### config.mk
export PLATFORM = sky130hd
export DESIGN_NAME = div_32bit
export DESIGN_NICKNAME = d
export VERILOG_FILES = /design/src/rtl/div_32bit.sv
export SDC_FILE = /design/constraint.sdc
export NUM_CORES = 1
export LEC_CHECK = 0
export BUFFER_PORTS_ARGS = -buffer_cell sky130_fd_sc_hd__clkbuf_2
export CAP_MARGIN = 20
export CORE_AREA = 2 2 154 156
export CTS_BUF_LIST = sky130_fd_sc_hd__clkbuf_8
export CTS_CLUSTER_DIAMETER = 40
export DETAILED_ROUTE_END_ITERATION = 10
export DIE_AREA = 0 0 156 158
export HOLD_SLACK_MARGIN = 0.12
export PLACE_DENSITY = 0.65
export SLEW_MARGIN = 15
export SYNTH_ARGS = -nofsm -noshare
export SYNTH_HDL_FRONTEND = slang
export SYNTH_SLANG_ARGS = --single-unit
### constraint.sdc
create_clock -name clock -period 5.1 [get_ports clock]
set_input_delay 0.51 -clock clock [delete_from_list [all_inputs] [get_ports clock]]
set_output_delay 0.51 -clock clock [all_outputs]
set_load 0.05 [all_outputs]
### src/rtl/div_32bit.sv
// div_32bit: multicycle signed integer divider (restoring, one quotient bit
// per cycle). Quotient truncates toward zero; the remainder takes the
// dividend's sign.
// Optional feature macro: DIV_REMAINDER_EN adds the data_remainder output
// port and its register. Without it the remainder stays internal only.
// Start-to-ready latency is WIDTH+1 edges.
module div_32bit #(
  parameter int WIDTH = 32
) (
  input  logic             clock,
  input  logic             reset,
  input  logic             ctrl_DIV,
  input  logic [WIDTH-1:0] data_operandA,
  input  logic [WIDTH-1:0] data_operandB,
  output logic [WIDTH-1:0] data_result,
  output logic             data_exception,
  output logic             data_resultRDY
`ifdef DIV_REMAINDER_EN
  ,
  output logic [WIDTH-1:0] data_remainder
`endif
);

  localparam int CW = $clog2(WIDTH) + 1;

  typedef enum logic [1:0] {IDLE, BUSY, FIX, DONE} state_t;

  state_t           state;
  logic [CW-1:0]    counter;
  logic [WIDTH-1:0] mag_b;    // |B|, held for the whole loop
  logic [WIDTH-1:0] rem;      // partial remainder
  logic [WIDTH-1:0] quo;      // dividend bits shift out, quotient bits shift in
  logic             sign_q;
  logic             div0;
`ifdef DIV_REMAINDER_EN
  logic             sign_r;
`endif

  logic [WIDTH-1:0] mag_a_in, mag_b_in;
  logic [WIDTH:0]   shifted, trial;
  logic [WIDTH-1:0] rem_nxt, quo_nxt;
  logic [WIDTH-1:0] quo_signed;
  logic             start;

  // Operand magnitudes: invert plus one when negative. Unsigned view makes
  // |most-negative| come out right.
  always_comb begin
    mag_a_in = data_operandA[WIDTH-1] ? (~data_operandA + 1'b1) : data_operandA;
    mag_b_in = data_operandB[WIDTH-1] ? (~data_operandB + 1'b1) : data_operandB;
  end

  // One restoring step: shift {rem,quo} left, keep the subtraction if it
  // did not go negative. rem < |B| keeps shifted within WIDTH bits, so
  // bit WIDTH of trial is a clean borrow flag.
  always_comb begin
    shifted = {rem, quo[WIDTH-1]};
    trial   = shifted - {1'b0, mag_b};
    if (!trial[WIDTH]) begin
      rem_nxt = trial[WIDTH-1:0];
      quo_nxt = {quo[WIDTH-2:0], 1'b1};
    end else begin
      rem_nxt = shifted[WIDTH-1:0];
      quo_nxt = {quo[WIDTH-2:0], 1'b0};
    end
  end

  // Final sign fix on the quotient, with divide-by-zero forcing zero.
  always_comb begin
    quo_signed = sign_q ? (~quo + 1'b1) : quo;
    if (div0) quo_signed = '0;
  end

  // A new division is accepted only when idle or in the ready cycle.
  assign start = ctrl_DIV && (state == IDLE || state == DONE);

  // Control FSM, datapath registers and registered outputs.
  always_ff @(posedge clock or posedge reset) begin
    if (reset) begin
      state          <= IDLE;
      counter        <= '0;
      mag_b          <= '0;
      rem            <= '0;
      quo            <= '0;
      sign_q         <= 1'b0;
      div0           <= 1'b0;
      data_result    <= '0;
      data_exception <= 1'b0;
      data_resultRDY <= 1'b0;
`ifdef DIV_REMAINDER_EN
      sign_r         <= 1'b0;
      data_remainder <= '0;
`endif
    end else begin
      case (state)
        IDLE, DONE: begin
          data_resultRDY <= 1'b0;
          if (start) begin
            quo     <= mag_a_in;
            mag_b   <= mag_b_in;
            rem     <= '0;
            sign_q  <= data_operandA[WIDTH-1] ^ data_operandB[WIDTH-1];
            div0    <= (data_operandB == '0);
            counter <= '0;
`ifdef DIV_REMAINDER_EN
            sign_r  <= data_operandA[WIDTH-1];
`endif
            state   <= BUSY;
          end else begin
            state   <= IDLE;
          end
        end
        BUSY: begin
          rem     <= rem_nxt;
          quo     <= quo_nxt;
          counter <= counter + 1'b1;
          if (counter == CW'(WIDTH - 1)) state <= FIX;
        end
        FIX: begin
          // With |B|=0 every step succeeds, so rem ends as |A| and the
          // signed remainder naturally reproduces A.
          data_result    <= quo_signed;
          data_exception <= div0;
          data_resultRDY <= 1'b1;
`ifdef DIV_REMAINDER_EN
          data_remainder <= sign_r ? (~rem + 1'b1) : rem;
`endif
          state          <= DONE;
        end
        default: state <= IDLE;
      endcase
    end
  end

endmodule

==> results of run 1 <==
[worst min path at each step]
| stage | slack, ns | end | from | cells past startpoint |
|---|---|---|---|---|
| 5_1_grt | 0.27 | div0 | reset | 2 |
| 3_3_place_gp | 0.46 | mag_b[18] | mag_b[18] | 2 |
| 6_report | 0.17 | div0 | reset | 2 |
| 3_5_place_dp | 0.47 | mag_b[19] | mag_b[19] | 2 |
| 2_1_floorplan | 0.44 | data_result[0] | div0 | 1 |
| 4_1_cts | 0.23 | div0 | reset | 2 |
[metal layers]
metal	GRT usage [%]	up-vias
met1	28.4	3938
met2	31.5	225
met3	2.76	34
met5	0	-
met4	6.60	0
li1	-	4088
[logic make-up (layout without fill, tap and decap cells)]
logic type	after synthesis	after routing	share of synthesized area, %
compound gates	336	336	23.3
simple gates	309	309	16.0
flops	140	140	36.8
xor+xnor	112	112	10.3
buf+inv	109	196	4.87
fa+ha+maj	40	40	5.34
mux	32	32	3.43
[state kept, by name, summed over array words and instances (netlist names)]
name / flops
counter: 6
data_exception: 1
data_result: 32
data_resultRDY: 1
div0: 1
mag_b: 32
quo: 32
rem: 32
sign_q: 1
state: 2
[where the power goes]
part	total (W)	internal, W	switching [W]
Clock	0.000934	0.000415	0.000519
Sequential	0.00191	0.00152	0.000393
Combinational	0.00300	0.00101	0.00199
Total	0.00584	0.00294	0.00290
[through the flow]
stage	hold WS [ns]	cell area [um2]	std cells	utilization, %
final	0.167	10600	1455	46.1
after global routing	0.267	10600	1455	46.1
after CTS	0.235	10600	1455	46.1
after detailed placement	0.473	10200	1423	44.3
after global placement	0.461	10200	1423	44.3
after floorplan	0.444	9520	1078	-
[cell usage in the layout (no fill, tap or decap), types with 4 or more instances in the layout]
cell type	netlist	routed
dfrtp_1	140	140
nand2_1	114	113
clkbuf_2	0	100
xor2_1	94	94
o21ai_0	80	80
a21oi_1	59	59
inv_1	53	52
nor2_1	51	51
ha_1	39	39
o31ai_1	33	33
o2bb2ai_1	32	32
nand3_1	32	32
mux2i_1	30	30
o22ai_1	29	29
o21ai_1	26	25
xnor2_1	18	18
or4_1	17	17
clkbuf_8	0	17
nor3_1	16	16
or3_1	15	15
o41ai_1	14	14
a21o_1	13	13
nand2b_1	11	10
nand4_1	10	10
a211oi_1	9	9
buf_4	5	9
inv_8	0	7
nor2b_1	6	6
nor4_1	6	6
inv_6	0	6
and2_1	5	5
nand3b_1	4	4
or2_2	4	4
a32oi_1	4	4
[cell type report]
cell class | count | area [um2] | share of cell area, %
clock buffer | 17 | 234 | 2.20
clock inverter | 15 | 165 | 1.56
inverter | 54 | 208 | 1.96
multi-input combinational | 829 | 5560 | 52.3
sequential | 140 | 3500 | 33.0
tap | 290 | 363 | 3.42
timing repair buffer | 110 | 588 | 5.54
==> impl_metrics.toml, run 1 <==
[status]
outcome = "completed"

[sta]
grt_setup_unrepaired = "false"
slew_viol_final = 0
relSlewSlack_pct = 36.8
layout_setup_ws_ns = 1.11
fmax_mhz = 250
min_period_ns = 3.99
skew_ns = 0.0162
hold_viol_final = 0
min_period_over_period_pct = 78.3
finalSetupViolCount = 0
worst_pin_slew_ns = 0.948
fin_setup_tns_ns = 0

[final_layout]
antenna_cells = 0
fillers = 2279
drive_gt1_share_pct = 14.1
syn2layout_area_growth_pct = 11.6
nets = 1259

[cts]
cts_setup_buffers = 0
cts_hold_buffers = 0
cts.repair.resized = 0
root_buffer = "clkbuf_8"
cts.sinks = 140
clock_latency_ns = 0.46
h-tree-depth = 4
path_clk_slew_ns = 0.09
clockBufferDepth = 2
numCtsBuffers = 17
cts_tree = "done"

[power_and_ir_drop]
p_leak_nw = 4.86
power.density_nw_per_um2 = 550
power.total_w = 0.00584
vdd_drop_max_uv = 300

[worst_setup_path]
cpMostUsedCell = "inv_1"
crit_arrival_ns = 4.38
slowest_delay_ns = 0.56
cp_cell_sequence = "inv_1 -> ha_1 -> inv_1 -> fa_1 -> a211o_1 -> and2_1 -> o31ai_1 -> a2111o_1 -> a2111oi_2 -> a311oi_4 -> buf_4 -> mux2_4 -> o21ai_1"
slowest_stage = "buf_4"
cp_top_family = "compound AO/OA/AOI/OAI gates"
worstPathRequired_ns = 5.48
cp_num_buf_inv = 3
crit_type = "flop to flop"
timing.critical_path.from = "quo[31]"
end_kind = "flop"
r2r_cells = 13
r2r-end = "rem[0]"
rrSetupSlack_ns = 1.11
endpoint = "rem[0]"
critPathMaxFanout = 41
startpoint_type = "flop"
crit-reg2reg-launch = "quo[31]"
path_depth = 13

[routing]
wl_per_cell_um = 16.6
drtPass1Iterations = 5
drt_iter0_drc = 669
drc_errors = 0
highest_layer = "met4"
vias = 8285
met3_length_um = 1200
route.met2.wl_um = 10800
drtAntennaViolNets = 0
drt_wl_total_um = 24100
met1_length_um = 11600
drt-vias-per-instance = 5.69

[logic_synthesis]
syn_avg_cell_area_um2 = 8.83
synth-edff-count = 0
yosysSeqAreaShare_pct = 36.8
yosys-top-cells-area = "dfrtp_1 (37%), xor2_1 (8.7%), ha_1 (5.1%)"
ys_seq_elements = 140
synth_cells = 1078
synth_top_area_share_pct = 36.8
yosys.area.top_type = "dfrtp_1"
synth_area_um2 = 9520
synth_warnings = 0
yosys.cell_count.top_type = "dfrtp_1"
syn-num-nets = 1185
synth_commonest_cells = "dfrtp_1 (140), nand2_1 (114), xor2_1 (94)"
async_reset_ff_share_pct = 100
synth-main-ff-cell = "dfrtp_1"
synth.distinct_cells = 72

[global_route]
grt_pass1_wl_um = 39500
grt_max_degree = 89
grt_remaining_overflow = 0
grt_pass1_vias = 7678
antenna_found_initial = 0
grt.total_usage_pct = 20.0

[floorplanning]
core_region_area_um2 = 23100
start_util_pct = 41.3
io_pins = 101
die_h_um = 158
die_w_um = 156
die-area_um2 = 24600
rows = 56

[flow_run]
max_cap_violations = 0

[placement]
port_buffers = 100
dp_hpwl_um = 17100
place_ws_ns = 1.18
gp_congestion = 0.869

[worst_hold_path]
hold_path.class = "input pin to async pin"
Note: power is estimated with default switching activity, not from simulation.
==> run 2: changes to the inputs <==
clock period = 3.8 ns   (was 5.1 ns; I/O delays follow)
==> run 2 against run 1 <==
Sequential share of layout area fell by 0.21 points. First-iteration DRC count fell by 6.4%. Clock skew rose by 0.0035 ns. Sequential power rose by 34%. Worst setup slack got worse by 0.93 ns. Clock-buffer cell count did not move. Combinational power rose by 35%. Flip-flop and latch count did not move. Largest power group unchanged. Highest routed layer unchanged.
==> impl_metrics.toml, run 2 (synthesized netlist as in run 1, its figures left out) <==
[cts]
cts.sinks = 140
cts_hold_buffers = 1
root_buffer = "clkbuf_8"
clockBufferDepth = 2
path_clk_slew_ns = 0.09
h-tree-depth = 4
cts.repair.resized = 0
cts_setup_buffers = 0
clock_latency_ns = 0.47
cts_tree = "done"
numCtsBuffers = 17

[worst_setup_path]
r2r-end = "rem[0]"
r2r_cells = 13
crit-reg2reg-launch = "quo[31]"
end_kind = "flop"
startpoint_type = "flop"
rrSetupSlack_ns = 0.17
crit_arrival_ns = 4.02
critPathMaxFanout = 29
worstPathRequired_ns = 4.19
crit_type = "flop to flop"

[floorplanning]
core_region_area_um2 = 23100
start_util_pct = 41.3
die_h_um = 158
die-area_um2 = 24600
die_w_um = 156
io_pins = 101
rows = 56

[routing]
drt-vias-per-instance = 5.63
drc_errors = 0
drt_iter0_drc = 626
wl_per_cell_um = 16.3
vias = 8226
drt_wl_total_um = 23900
drtPass1Iterations = 5
drtAntennaViolNets = 0

[final_layout]
nets = 1265
drive_gt1_share_pct = 14.5
final_common_cell = "dfrtp_1"
final_cell_mix = "dfrtp_1 (140), nand2_1 (113), clkbuf_2 (100)"
syn2layout_area_growth_pct = 12.3

[status]
outcome = "completed"

[sta]
hold_viol_final = 0
min_period_ns = 3.63
fmax_mhz = 276
skew_ns = 0.0197
slew_viol_final = 0
fin_setup_tns_ns = 0
min_period_over_period_pct = 95.5
layout_setup_ws_ns = 0.172
finalSetupViolCount = 0
grt_setup_unrepaired = "false"
worst_pin_slew_ns = 1.02
relSlewSlack_pct = 31.7

[placement]
dp_hpwl_um = 17300
gp_congestion = 0.878
port_buffers = 100
place_ws_ns = 0.249

[power_and_ir_drop]
power.density_nw_per_um2 = 735
power.total_w = 0.00785
p_leak_nw = 4.89
vdd_drop_max_uv = 369

[global_route]
grt_max_degree = 109
grt_pass1_wl_um = 39500
grt_pass1_vias = 7736
grt_remaining_overflow = 0
grt.total_usage_pct = 19.9
antenna_found_initial = 0

[worst_hold_path]
hp-start = "data_operandB[2]"
min_to = "mag_b[2]"
min_path_cells = 3
hold_path.class = "input pin to flop"

[flow_run]
max_cap_violations = 0
run 2: cell count changes in the layout (fill, tap and decap cells not counted), sizes merged:
| cell | previous run | this run |
|---|---|---|
| clkinv | 2 | 5 |
| diode | 0 | 1 |
| dlygate4sd3 | 0 | 1 |
| clkinvlp | 1 | 2 |
| inv | 65 | 61 |
| buf | 10 | 15 |
run 2: layout make-up:
type	count	area, um2
fillers	2244	12400
inverters	54	206
diodes	1	2.50
repair buffers	116	648
well taps	290	363
clock inverters	15	171
clock buffers	17	234
multi-input cells	829	5560
flip-flops and latches	140	3500
run 2: metrics by stage:
step	util [%]	instances	area [um2]	hold slack [ns]
CTS	46.3	1461	10700	0.202
global route	46.4	1461	10700	0.231
global placement	44.5	1428	10300	0.462
floorplan	-	1078	9520	0.444
finish	46.4	1462	10700	0.225
detailed placement	44.5	1428	10300	0.470
run 2: worst max-delay path by stage:
stage / slack, ns / from / depth (start not counted) / endpoint
final: 0.17 / quo[31] / 13 / rem[0]
after global routing: 0.009 / quo[31] / 13 / rem[0]
after CTS: 0.20 / quo[31] / 13 / rem[0]
after detailed placement: 0.25 / quo[31] / 13 / rem[0]
after global placement: 0.36 / quo[31] / 13 / rem[0]
after floorplan: 0.60 / quo[31] / 14 / rem[19]
run 2: power breakdown:
part	internal, W	switching, W
sequential	0.00204	0.000523
clock	0.000555	0.000703
combinational	0.00137	0.00267
total	0.00396	0.00390
run 2: critical path, cell delays in order, from the launching register on:
cell and delay [ns]:
dfrtp_1 0.37, inv_1 0.08, ha_1 0.19, inv_1 0.06, fa_1 0.42, a211o_1 0.33
and2_1 0.15, o31ai_1 0.42, a2111o_1 0.36, a2111oi_2 0.13, a311oi_4 0.35, buf_12 0.26
mux2_4 0.32, o21ai_1 0.11
run 2: layer usage:
layer	routed length [um]	up-vias	track usage (%)
met1	11800	3892	28.8
li1	-	4101	-
met3	997	34	2.79
met5	0	-	0
met4	439	0	6.07
met2	10700	199	30.8
